$ cat config.mk
export PLATFORM = sky130hd
export DESIGN_NAME = dbus_timer
export DESIGN_NICKNAME = d
export VERILOG_FILES = /design/src/rtl/dbus_timer.sv
export SDC_FILE = /design/constraint.sdc
export NUM_CORES = 1
export LEC_CHECK = 0
export CAP_MARGIN = 5
export CORE_ASPECT_RATIO = 1.4
export CORE_MARGIN = 5
export CORE_UTILIZATION = 37
export DETAILED_ROUTE_END_ITERATION = 12
export DONT_BUFFER_PORTS = 1
export SYNTH_ARGS = -nofsm -noshare
export SYNTH_HDL_FRONTEND = slang
export SYNTH_SLANG_ARGS = --single-unit
$ cat constraint.sdc
create_clock -name clk -period 3.55 [get_ports clk]
set_input_delay 1.065 -clock clk [delete_from_list [all_inputs] [get_ports clk]]
set_output_delay 1.065 -clock clk [all_outputs]
set_load 0.1 [all_outputs]
$ cat src/rtl/dbus_timer.sv
// Memory-mapped timer on the core's single-cycle data port: prescaled 32-bit
// up-counter with compare match, optional auto-reload, sticky flags and a level irq.
module dbus_timer (
  input  logic        clk,
  input  logic        rst,
  input  logic        d_sel,
  input  logic        d_we,
  input  logic [6:0]  daddr,
  input  logic [31:0] dwdata,
  output logic [31:0] drdata,
  output logic        irq
);

  localparam logic [2:0] REG_CTRL     = 3'd0;
  localparam logic [2:0] REG_PRESCALE = 3'd1;
  localparam logic [2:0] REG_COUNT    = 3'd2;
  localparam logic [2:0] REG_COMPARE  = 3'd3;
  localparam logic [2:0] REG_STATUS   = 3'd4;

  // ctrl bits: [0] enable, [1] auto-reload, [2] irq enable
  logic [2:0]  ctrl_q, ctrl_d;
  logic [15:0] presc_q, presc_d;
  logic [15:0] psc_q, psc_d;
  logic [31:0] count_q, count_d;
  logic [31:0] compare_q, compare_d;
  logic        match_q, match_d;
  logic        ovf_q, ovf_d;

  logic [2:0]  reg_idx;
  logic        wr_en;
  logic        wr_ctrl, wr_presc, wr_count, wr_compare, wr_status;
  logic        tick;
  logic        cmp_hit;
  logic        match_set, ovf_set;

  assign reg_idx    = daddr[4:2];
  assign wr_en      = d_sel & d_we;
  assign wr_ctrl    = wr_en && (reg_idx == REG_CTRL);
  assign wr_presc   = wr_en && (reg_idx == REG_PRESCALE);
  assign wr_count   = wr_en && (reg_idx == REG_COUNT);
  assign wr_compare = wr_en && (reg_idx == REG_COMPARE);
  assign wr_status  = wr_en && (reg_idx == REG_STATUS);

  assign tick    = ctrl_q[0] && (psc_q == presc_q);
  assign cmp_hit = (count_q == compare_q);

  always_comb begin
    ctrl_d    = ctrl_q;
    presc_d   = presc_q;
    count_d   = count_q;
    compare_d = compare_q;
    match_set = 1'b0;
    ovf_set   = 1'b0;

    if (!ctrl_q[0]) begin
      psc_d = '0;
    end else if (tick) begin
      psc_d = '0;
    end else begin
      psc_d = psc_q + 16'd1;
    end

    // A software load of COUNT takes precedence over the tick in the same cycle.
    if (tick && !wr_count) begin
      match_set = cmp_hit;
      if (cmp_hit && ctrl_q[1]) begin
        count_d = '0;
      end else begin
        count_d = count_q + 32'd1;
        ovf_set = &count_q;
      end
    end

    if (wr_ctrl) begin
      ctrl_d = dwdata[2:0];
      if (!dwdata[0]) begin
        psc_d = '0;
      end
    end
    if (wr_presc) begin
      presc_d = dwdata[15:0];
    end
    if (wr_count) begin
      count_d = dwdata;
      psc_d   = '0;
    end
    if (wr_compare) begin
      compare_d = dwdata;
    end

    // Hardware set beats a same-cycle write-1-to-clear.
    match_d = (match_q & ~(wr_status & dwdata[0])) | match_set;
    ovf_d   = (ovf_q   & ~(wr_status & dwdata[1])) | ovf_set;
  end

  always_ff @(posedge clk or negedge rst) begin
    if (!rst) begin
      ctrl_q    <= '0;
      presc_q   <= '0;
      psc_q     <= '0;
      count_q   <= '0;
      compare_q <= '0;
      match_q   <= 1'b0;
      ovf_q     <= 1'b0;
    end else begin
      ctrl_q    <= ctrl_d;
      presc_q   <= presc_d;
      psc_q     <= psc_d;
      count_q   <= count_d;
      compare_q <= compare_d;
      match_q   <= match_d;
      ovf_q     <= ovf_d;
    end
  end

  always_comb begin
    drdata = '0;
    if (d_sel) begin
      case (reg_idx)
        REG_CTRL:     drdata = {29'd0, ctrl_q};
        REG_PRESCALE: drdata = {16'd0, presc_q};
        REG_COUNT:    drdata = count_q;
        REG_COMPARE:  drdata = compare_q;
        REG_STATUS:   drdata = {30'd0, ovf_q, match_q};
        default:      drdata = '0;
      endcase
    end
  end

  // Derived only from flops, so the bus has no combinational path to irq.
  assign irq = ctrl_q[2] & match_q;

endmodule
==> metrics.yaml <==
r2r_setup_slack_ns: 0.82
cts_hold_buf: 0
p_comb_share_pct: 28.6
first_global_vias: 5128
dp.cells: 857
crit_type: "input port to output port"
via_per_inst: 5.77
ir_drop_mv: 0.216
core_um2: 16200
power_density_nw_per_um2: 490
grt.overflow.total: 0
root_buffer: "clkbuf_16"
gp_congestion: 0.881
diodes: 0
power.leakage_nw: 2.88
hold_path_class: "input port to async pin"
cp.arrival_ns: 2.16
worst_slew_pin_slew_ns: 0.985
cts_made_buffers: 9
die_w_um: 119
status: "finished, final reports clean"
path_clk_slew_ns: 0.07
syn_to_final_growth_pct: 22.9
grt_max_degree: 102
clkPwrFrac_pct: 27.4
dp_hpwl_mm: 12.7
fin_util_pct: 46.4
cts.htree.levels: 3
rsz0062_at_grt: "false"
wire_per_inst_um: 19.9
port_buffers: 0
clock_path_buffers: 2
drt_iter0_markers: 380
worst-path-max-fanout: 53
cp-startpoint: "daddr[2]"
timing.final.crit_share_pct: 90.9
grtUsageTotal_pct: 18.0
yosysUniqueCellTypes: 48
synthCells: 648
ys_seq_area_share_pct: 41.4
relSlewSlack_pct: 34.8
cap_violations: 0
fin_skew_ns: 0.0106
cp.required_ns: 2.48
die-area_um2: 19200
syn_avg_cell_area_um2: 9.42
fp-row-count: 55
power.internal_mw: 2.41
ios: 76
max_freq_ghz: 0.310
power_switching_mw: 1.27
fin_area_um2: 7510
antenna_found_initial: 0
finalWirelength_mm: 17.4
setup-violations-final: 0
grt_pass1_wl_mm: 28.0
syn_area_um2: 6110
die_h_um: 162
power.share.sequential_pct: 44.0
switching_share_pct: 34.5
reg2reg_depth: 8
slew_viol_final: 0
drc: 0
cp-end-kind: "output port"
synthesis.nets: 693
ant_nets: 0
drive_gt1_share_pct: 23.7
dr.pass1.iters: 5
timing.rr.start: "count_q[17]$_DFFE_PN0P_"
cts_sinks: 101
start_util_pct: 37.8
hold_violations: 0
placed_area_um2: 7200
final.setup.tns_ns: 0
fin_nets: 714
yosysWarnings: 0
cts_tree: "done"
setup.worst_path.start_class: "input port"
min_period_ns: 3.23
num_vias: 5034
ys_ff_latch: 101
stdcell_count: 873
worstSkewPairLatency_ns: 0.34
## stage by stage
| step | power, mW | setup WS (ns) | hold WS (ns) |
|---|---|---|---|
| after CTS | 3.71 | 0.330 | 0.403 |
| after global routing | 3.86 | 0.242 | 0.401 |
| after floorplan | 2.38 | -0.134 | 0.447 |
| after global placement | 2.66 | 0.0366 | 0.512 |
| after detailed placement | 2.69 | -0.0244 | 0.515 |
| final | 3.67 | 0.322 | 0.414 |
## what timing repair did
action	in CTS	in global routing
setup endpoints to repair	13	0
resized for setup	1	0
setup buffers	0	0
## Yosys cell counts (all sizes together)
| master | number | area [um^2] |
|---|---|---|
| and4 | 4 | 35.0 |
| a32oi | 10 | 87.6 |
| inv | 26 | 97.6 |
| o31ai | 5 | 37.5 |
| a21oi | 1 | 5.00 |
| or2 | 2 | 12.5 |
| nor2b | 4 | 25.0 |
| mux2 | 53 | 597 |
| buf | 6 | 40.0 |
| a31oi | 5 | 31.3 |
| ha | 2 | 25.0 |
| nand3 | 29 | 145 |
| a21o | 1 | 7.51 |
| nor4 | 6 | 50.0 |
| nand4 | 24 | 150 |
| nand2b | 1 | 6.26 |
| dfrtp | 101 | 2530 |
| a21bo | 1 | 10.0 |
| a22oi | 32 | 240 |
| xnor2 | 55 | 482 |
| or3 | 5 | 31.3 |
| and2 | 6 | 37.5 |
| xor2 | 7 | 61.3 |
| nor3 | 5 | 25.0 |
| o311ai | 2 | 17.5 |
| or4b | 1 | 10.0 |
| and3 | 13 | 81.3 |
| a221o | 7 | 70.1 |
| nand4b | 2 | 17.5 |
| and4b | 1 | 10.0 |
| a2bb2oi | 1 | 8.76 |
| clkbuf | 35 | 131 |
| or4 | 1 | 7.51 |
| o211ai | 5 | 37.5 |
| o41ai | 8 | 70.1 |
| mux2i | 18 | 180 |
| o221ai | 5 | 43.8 |
| nor2 | 69 | 259 |
| o21ai | 24 | 120 |
| nand2 | 61 | 229 |
| a21boi | 2 | 15.0 |
| mux4 | 1 | 22.5 |
| o2111ai | 1 | 8.76 |
## routing by layer
layer | track usage, % | share of wire, % | vias to the layer above
met2 | 32.2 | 52 | 138
met5 | 0 | 0 | -
met3 | 3.03 | 4.7 | 33
met4 | 7.12 | 3.1 | 0
met1 | 21.5 | 40 | 2479
li1 | - | - | 2384
## flip-flops by register name, indices dropped and copies added, names as in the netlist
name and cells:
compare_q 32, count_q 32, presc_q 16, psc_q 16
ctrl_q 3, match_q 1, ovf_q 1
## worst max-delay path: stages
cell and delay (ns):
nor2b_2 0.50, a22oi_1 0.24, nor2_4 0.15, buf_12 0.18
## final timing paths
check / end
max: drdata[11]
min: match_q$_DFF_PN0_
max reg2reg: count_q[11]$_DFFE_PN0P_
min reg2reg: psc_q[0]$_DFF_PN0_
max in group asynchronous: compare_q[19]$_DFFE_PN0P_
min in group clk: psc_q[0]$_DFF_PN0_
## cell families (layout without fill, tap and decap cells)
kind of cell    count (synthesis)  count (layout)  synth area share [%]
xor+xnor                       62              62                  8.89
fa+ha+maj                       2               2                 0.410
compound gates                110             110                  13.3
flops                         101             101                  41.4
mux                            72              72                  13.1
simple gates                  234             234                  18.5
buf+inv                        67              93                  4.40
## power by group through the flow
stage | sequential [mW] | combinational [mW] | clock [mW]
CTS | 1.62 | 1.06 | 1.03
floorplan | 1.56 | 0.826 | 0
global route | 1.65 | 1.12 | 1.08
detailed placement | 1.64 | 1.05 | 0
finish | 1.62 | 1.05 | 1.01
global placement | 1.63 | 1.04 | 0
## cell usage in the layout (no fill, tap or decap), drive strengths merged, types with 18 or more instances in the layout
cell type / synthesis / final
dfrtp: 101 / 101
nor2: 69 / 69
nand2: 61 / 61
xnor2: 55 / 55
mux2: 53 / 53
buf: 6 / 51
a22oi: 32 / 32
nand3: 29 / 29
inv: 26 / 26
nand4: 24 / 24
o21ai: 24 / 24
mux2i: 18 / 18
## layout make-up
class / count / area (um^2)
multi-input cells: 480 / 3570
well taps: 199 / 249
fillers: 1492 / 8670
clock inverters: 3 / 43.8
repair buffers: 51 / 758
flip-flops and latches: 101 / 2530
inverters: 26 / 97.6
clock buffers: 13 / 260
Power figures use the tool's default switching activity.
==> RTL edit 1, RTL diff (same settings) <==
Register the output `drdata`; this adds one clock of latency there. The other outputs are not delayed to match.
--- a/src/rtl/dbus_timer.sv
+++ b/src/rtl/dbus_timer.sv
@@ -17,4 +17,6 @@
   localparam logic [2:0] REG_COMPARE  = 3'd3;
   localparam logic [2:0] REG_STATUS   = 3'd4;
+
+  logic [31:0] drdata_d;
 
   // ctrl bits: [0] enable, [1] auto-reload, [2] irq enable
@@ -115,13 +117,13 @@
 
   always_comb begin
-    drdata = '0;
+    drdata_d = '0;
     if (d_sel) begin
       case (reg_idx)
-        REG_CTRL:     drdata = {29'd0, ctrl_q};
-        REG_PRESCALE: drdata = {16'd0, presc_q};
-        REG_COUNT:    drdata = count_q;
-        REG_COMPARE:  drdata = compare_q;
-        REG_STATUS:   drdata = {30'd0, ovf_q, match_q};
-        default:      drdata = '0;
+        REG_CTRL:     drdata_d = {29'd0, ctrl_q};
+        REG_PRESCALE: drdata_d = {16'd0, presc_q};
+        REG_COUNT:    drdata_d = count_q;
+        REG_COMPARE:  drdata_d = compare_q;
+        REG_STATUS:   drdata_d = {30'd0, ovf_q, match_q};
+        default:      drdata_d = '0;
       endcase
     end
@@ -131,3 +133,7 @@
   assign irq = ctrl_q[2] & match_q;
 
+  always_ff @(posedge clk) begin
+    drdata <= drdata_d;
+  end
+
 endmodule
Formal check against the unedited RTL: not equivalent (a bounded check fails within 4 cycles, from zero or initial values and one cycle with rst low).
==> RTL edit 1 against the unedited design <==
Worst setup slack better by 660 ps. Global-route usage is 0.25 points lower. Clock skew hardly changed. Routed wire length is 10% higher. Area after synthesis is 17% higher. Total power is 31% higher. Cell area is 7.0% higher. Sequential cell count is 32 higher. Critical path type is now reg2reg. Critical endpoint is now ovf_q. Highest routed layer unchanged.
==> RTL edit 1: results (changes against the unedited design) <==
layout cells sized above 1 17.2% (-6.5 points); final wirelength 19200 um (+10%); Tcrit/Tclk final 72.3% (-19 points); Total GRT Usage 17.8% (-0.25 points); arrival time worst endpoint 2890 ps (+730 ps); worst-margin pin slew 953 ps (-32.4 ps); global-route wire length before repair 31000 um (+11%); 1st-iter DRT viols 303 (-20%); Syn Nets 774 (+12%); critical path's largest stage delay 680 ps (+180 ps); DP HPWL 13600 um (+7.5%); Placement Setup Slack 881 ps (+905 ps); Avg Cell Area, Syn 9.81 um2 (+4.0%); met3 WL 967 um (+17%); placed instance area 7380 um2 (+2.5%); H-Tree Depth 4 (+1); Clk. pwr 0.00195 W (+93%); worst setup path class reg2reg; Crit Path Max Fanout 10 (-81%); WL met1 7830 um (+13%); crit path from count_q[0]; Clock Latency Late Sink 430 ps (+90 ps); Internal Pwr Total 0.00338 W (+40%); sequential-to-total area share from yosys stat 44.3% (+2.9 points); clk_skew 10.6 ps (+0.00230 ps); nets 757 (+6.0%); total power 0.00483 W (+31%); Largest regs compare_q x32, count_q x32, drdata x32; reg2reg setup slack 980 ps (+160 ps); Post-synth top cells 101 x dfrtp_1, 77 x nor2_1, 63 x mux2_2, 56 x nand2_1, 37 x xnor2_1; Cell variety after synth 60 (+25%); peak supply drop 375 uV (+73%); drt via density 5.54 (-3.9%); DR WL met2 10100 um (+11%); Leakage 3.30 nW (+15%); dpl cells 941 (+9.8%); status complete, no violations; r2r endpoint ovf_q; Synth async-reset ratio 75.9% (-24 points); total sequential power 0.00211 W (+30%); CTS Buf Count 17 (+8); CTS resizes 0 (-1); Synth area leaders dfrtp_1 35%, mux2_2 9.9%, dfxtp_1 9.0%, xnor2_1 4.5%, nor2_1 4.0%; DR vias 5392 (+7.1%); GP Congestion 0.845 (-4.1%)
RTL edit 1: changes by cell type in the layout (fill, tap and decap cells not counted), moves of 15 or more:
cell     before  now
nor2_1       40   76
dfxtp_1       0   32
nor2_4       29    1
buf_12       30    3
xnor2_1      55   37
xor2_1        7   25
a22oi_1      32   16
inv_1        26   11
RTL edit 1: routing by layer:
metal  vias up  global-route usage, %
li1       2600                      -
met1      2670                   21.2
met2       101                   31.1
met3        21                   5.04
met4         0                   4.96
met5         -                      0
RTL edit 1: cells by family after synthesis:
kind of cell | synth area share, %
AND/OR/NAND/NOR | 20.4
flip-flops | 44.3
AO/OA/AOI/OAI | 10.2
multiplexers | 13.0
buffers and inverters | 4.17
XOR/XNOR | 7.60
adder cells (fa/ha/maj) | 0.350
RTL edit 1: layout make-up:
type	count	area, um2
fillers	1859	11100
inverters	11	41.3
repair buffers	16	158
clock buffers	20	447
well taps	248	310
clock inverters	12	205
multi-input cells	533	3700
flip-flops and latches	133	3170
==> RTL edit 2, RTL diff (same settings) <==
Made on the original files. Make the reset (`rst`) synchronous in one clocked block.
--- a/src/rtl/dbus_timer.sv
+++ b/src/rtl/dbus_timer.sv
@@ -94,5 +94,5 @@
   end
 
-  always_ff @(posedge clk or negedge rst) begin
+  always_ff @(posedge clk) begin
     if (!rst) begin
       ctrl_q    <= '0;
Check against the original RTL: differs if rst is asserted again (counterexample within 4 cycles, from zero or initial values and one cycle with rst low); with rst held inactive, the same outputs for 4 cycles.
==> RTL edit 2 against the unedited design <==
Sequential share of layout area fell by 6.4 points. Routed wire length increased by 1.1%. Cell area fell by 1.1%. Synthesized cell count rose by 23%. Maximum frequency rose by 1.5%. Global-route usage decreased by 0.19 points. Die area rose by 4.1%. Via count rose by 6.1%. Count of clock-buffer cells in the layout is 3 lower. Area after synthesis increased by 4.4%. Worst setup slack gained 48 ps. Sequential cell count unchanged.
Power is not compared: it rests on default switching activity, and its combinational part moved more than twofold at a synthesized area within 25%.
==> RTL edit 2: results (changes against the unedited design) <==
CTS resizes 0 (-1); IO buf count 0 (unchanged); largest net degree at the start of global routing 119 (+17%); drt wl/cell 17.2 um (-14%); layout cells sized above 1 18.1% (-5.7 points); peak supply drop 241 uV; Crit Path Max Fanout 42 (-21%); Total GRT Usage 17.9% (-0.19 points); Post-synth top cells 210 x nand2_1, 101 x dfxtp_1, 59 x xor2_1, 52 x nor2_1, 50 x clkbuf_1; diodes inserted 0 (unchanged); Largest regs compare_q x32, count_q x32; drt via density 5.22 (-9.5%); critical path's largest stage delay 270 ps (-230 ps); Cell variety after synth 45 (-6.3%); CTS Buf Count 9 (unchanged); mux cell area share after synthesis 5.16% (-7.9 points); Synth Flop Type dfxtp_1; Synth Area in Compound Gates 18.8% (+5.5 points); net load switching power 0.000545 W; global-route wire length before repair 28500 um (+1.8%); Synth Area in XOR/XNOR 12.6% (+3.7 points); Warnings, synthesis 0 (unchanged); Synth async-reset ratio 0% (-100 points); placed instance area 7100 um2 (-1.4%); post-CTS setup buffer count 0 (unchanged); arrival time worst endpoint 2110 ps (-50 ps); Synth area leaders dfxtp_1 32%, nand2_1 12%, xor2_1 8.1%, o2bb2ai_2 7.1%, a21boi_1 4.6%; sequential-to-total area share from yosys stat 31.7% (-9.7 points); status complete, no violations; CP top delay family simple AND/OR/NAND/NOR gates; total power 0.00238 W; Clk pwr share 45.4%; initial antenna violation count 0 (unchanged); vias in the first global route 5206 (+1.5%); Placement Setup Slack 402 ps (+426 ps); clock root buffer clkbuf_16; DP HPWL 12500 um (-1.1%); Mapped Cells 800 (+23%); 1st-iter DRT viols 308 (-19%); final wirelength 17600 um (+1.1%); worst-margin pin slew 1150 ps (+163 ps); dpl cells 1007 (+18%); Syn Nets 845 (+22%); Clock Latency Late Sink 350 ps; Adder-Cell Fraction of Synth Area 0.393% (-0.017 points); GP Congestion 0.850 (-3.5%); number of fill cells 1676 (+12%); nets 831 (+16%); slowest CP cell nor2b_1; clk_skew 11.1 ps (+0.491 ps); hold crit path type reg2reg; P_comb 0.000140 W; clk slew on worst S/H paths 60 ps; CTS max path bufs 2 (unchanged); Leakage 2.61 nW
RTL edit 2: final timing paths:
check	slack, ps	endpoint	depth (start not counted)	start
worst max-delay path	370	drdata[15]	5	daddr[2]
worst max register to register	700	count_q[7]	6	count_q[16]
worst min register to register	470	psc_q[0]	1	psc_q[0]
worst min-delay path	470	psc_q[0]	1	psc_q[0]
RTL edit 2: area by class of cell:
class | count | area, um2 | share of cell area (%)
clock inverter | 6 | 86.3 | 1.16
sequential | 101 | 2020 | 27.2
inverter | 7 | 26.3 | 0.354
timing repair buffer | 42 | 541 | 7.28
tap | 232 | 290 | 3.91
multi-input combinational | 625 | 4220 | 56.9
clock buffer | 10 | 239 | 3.22
RTL edit 2: routing by layer:
layer  vias up  part of all wire, %  global-route usage (%)
met3        27                  5.1                    3.03
met4         0                  2.3                    6.08
met2       118                   52                    32.0
met1      2507                   41                    21.5
li1       2687                    -                       -
met5         -                    0                       0
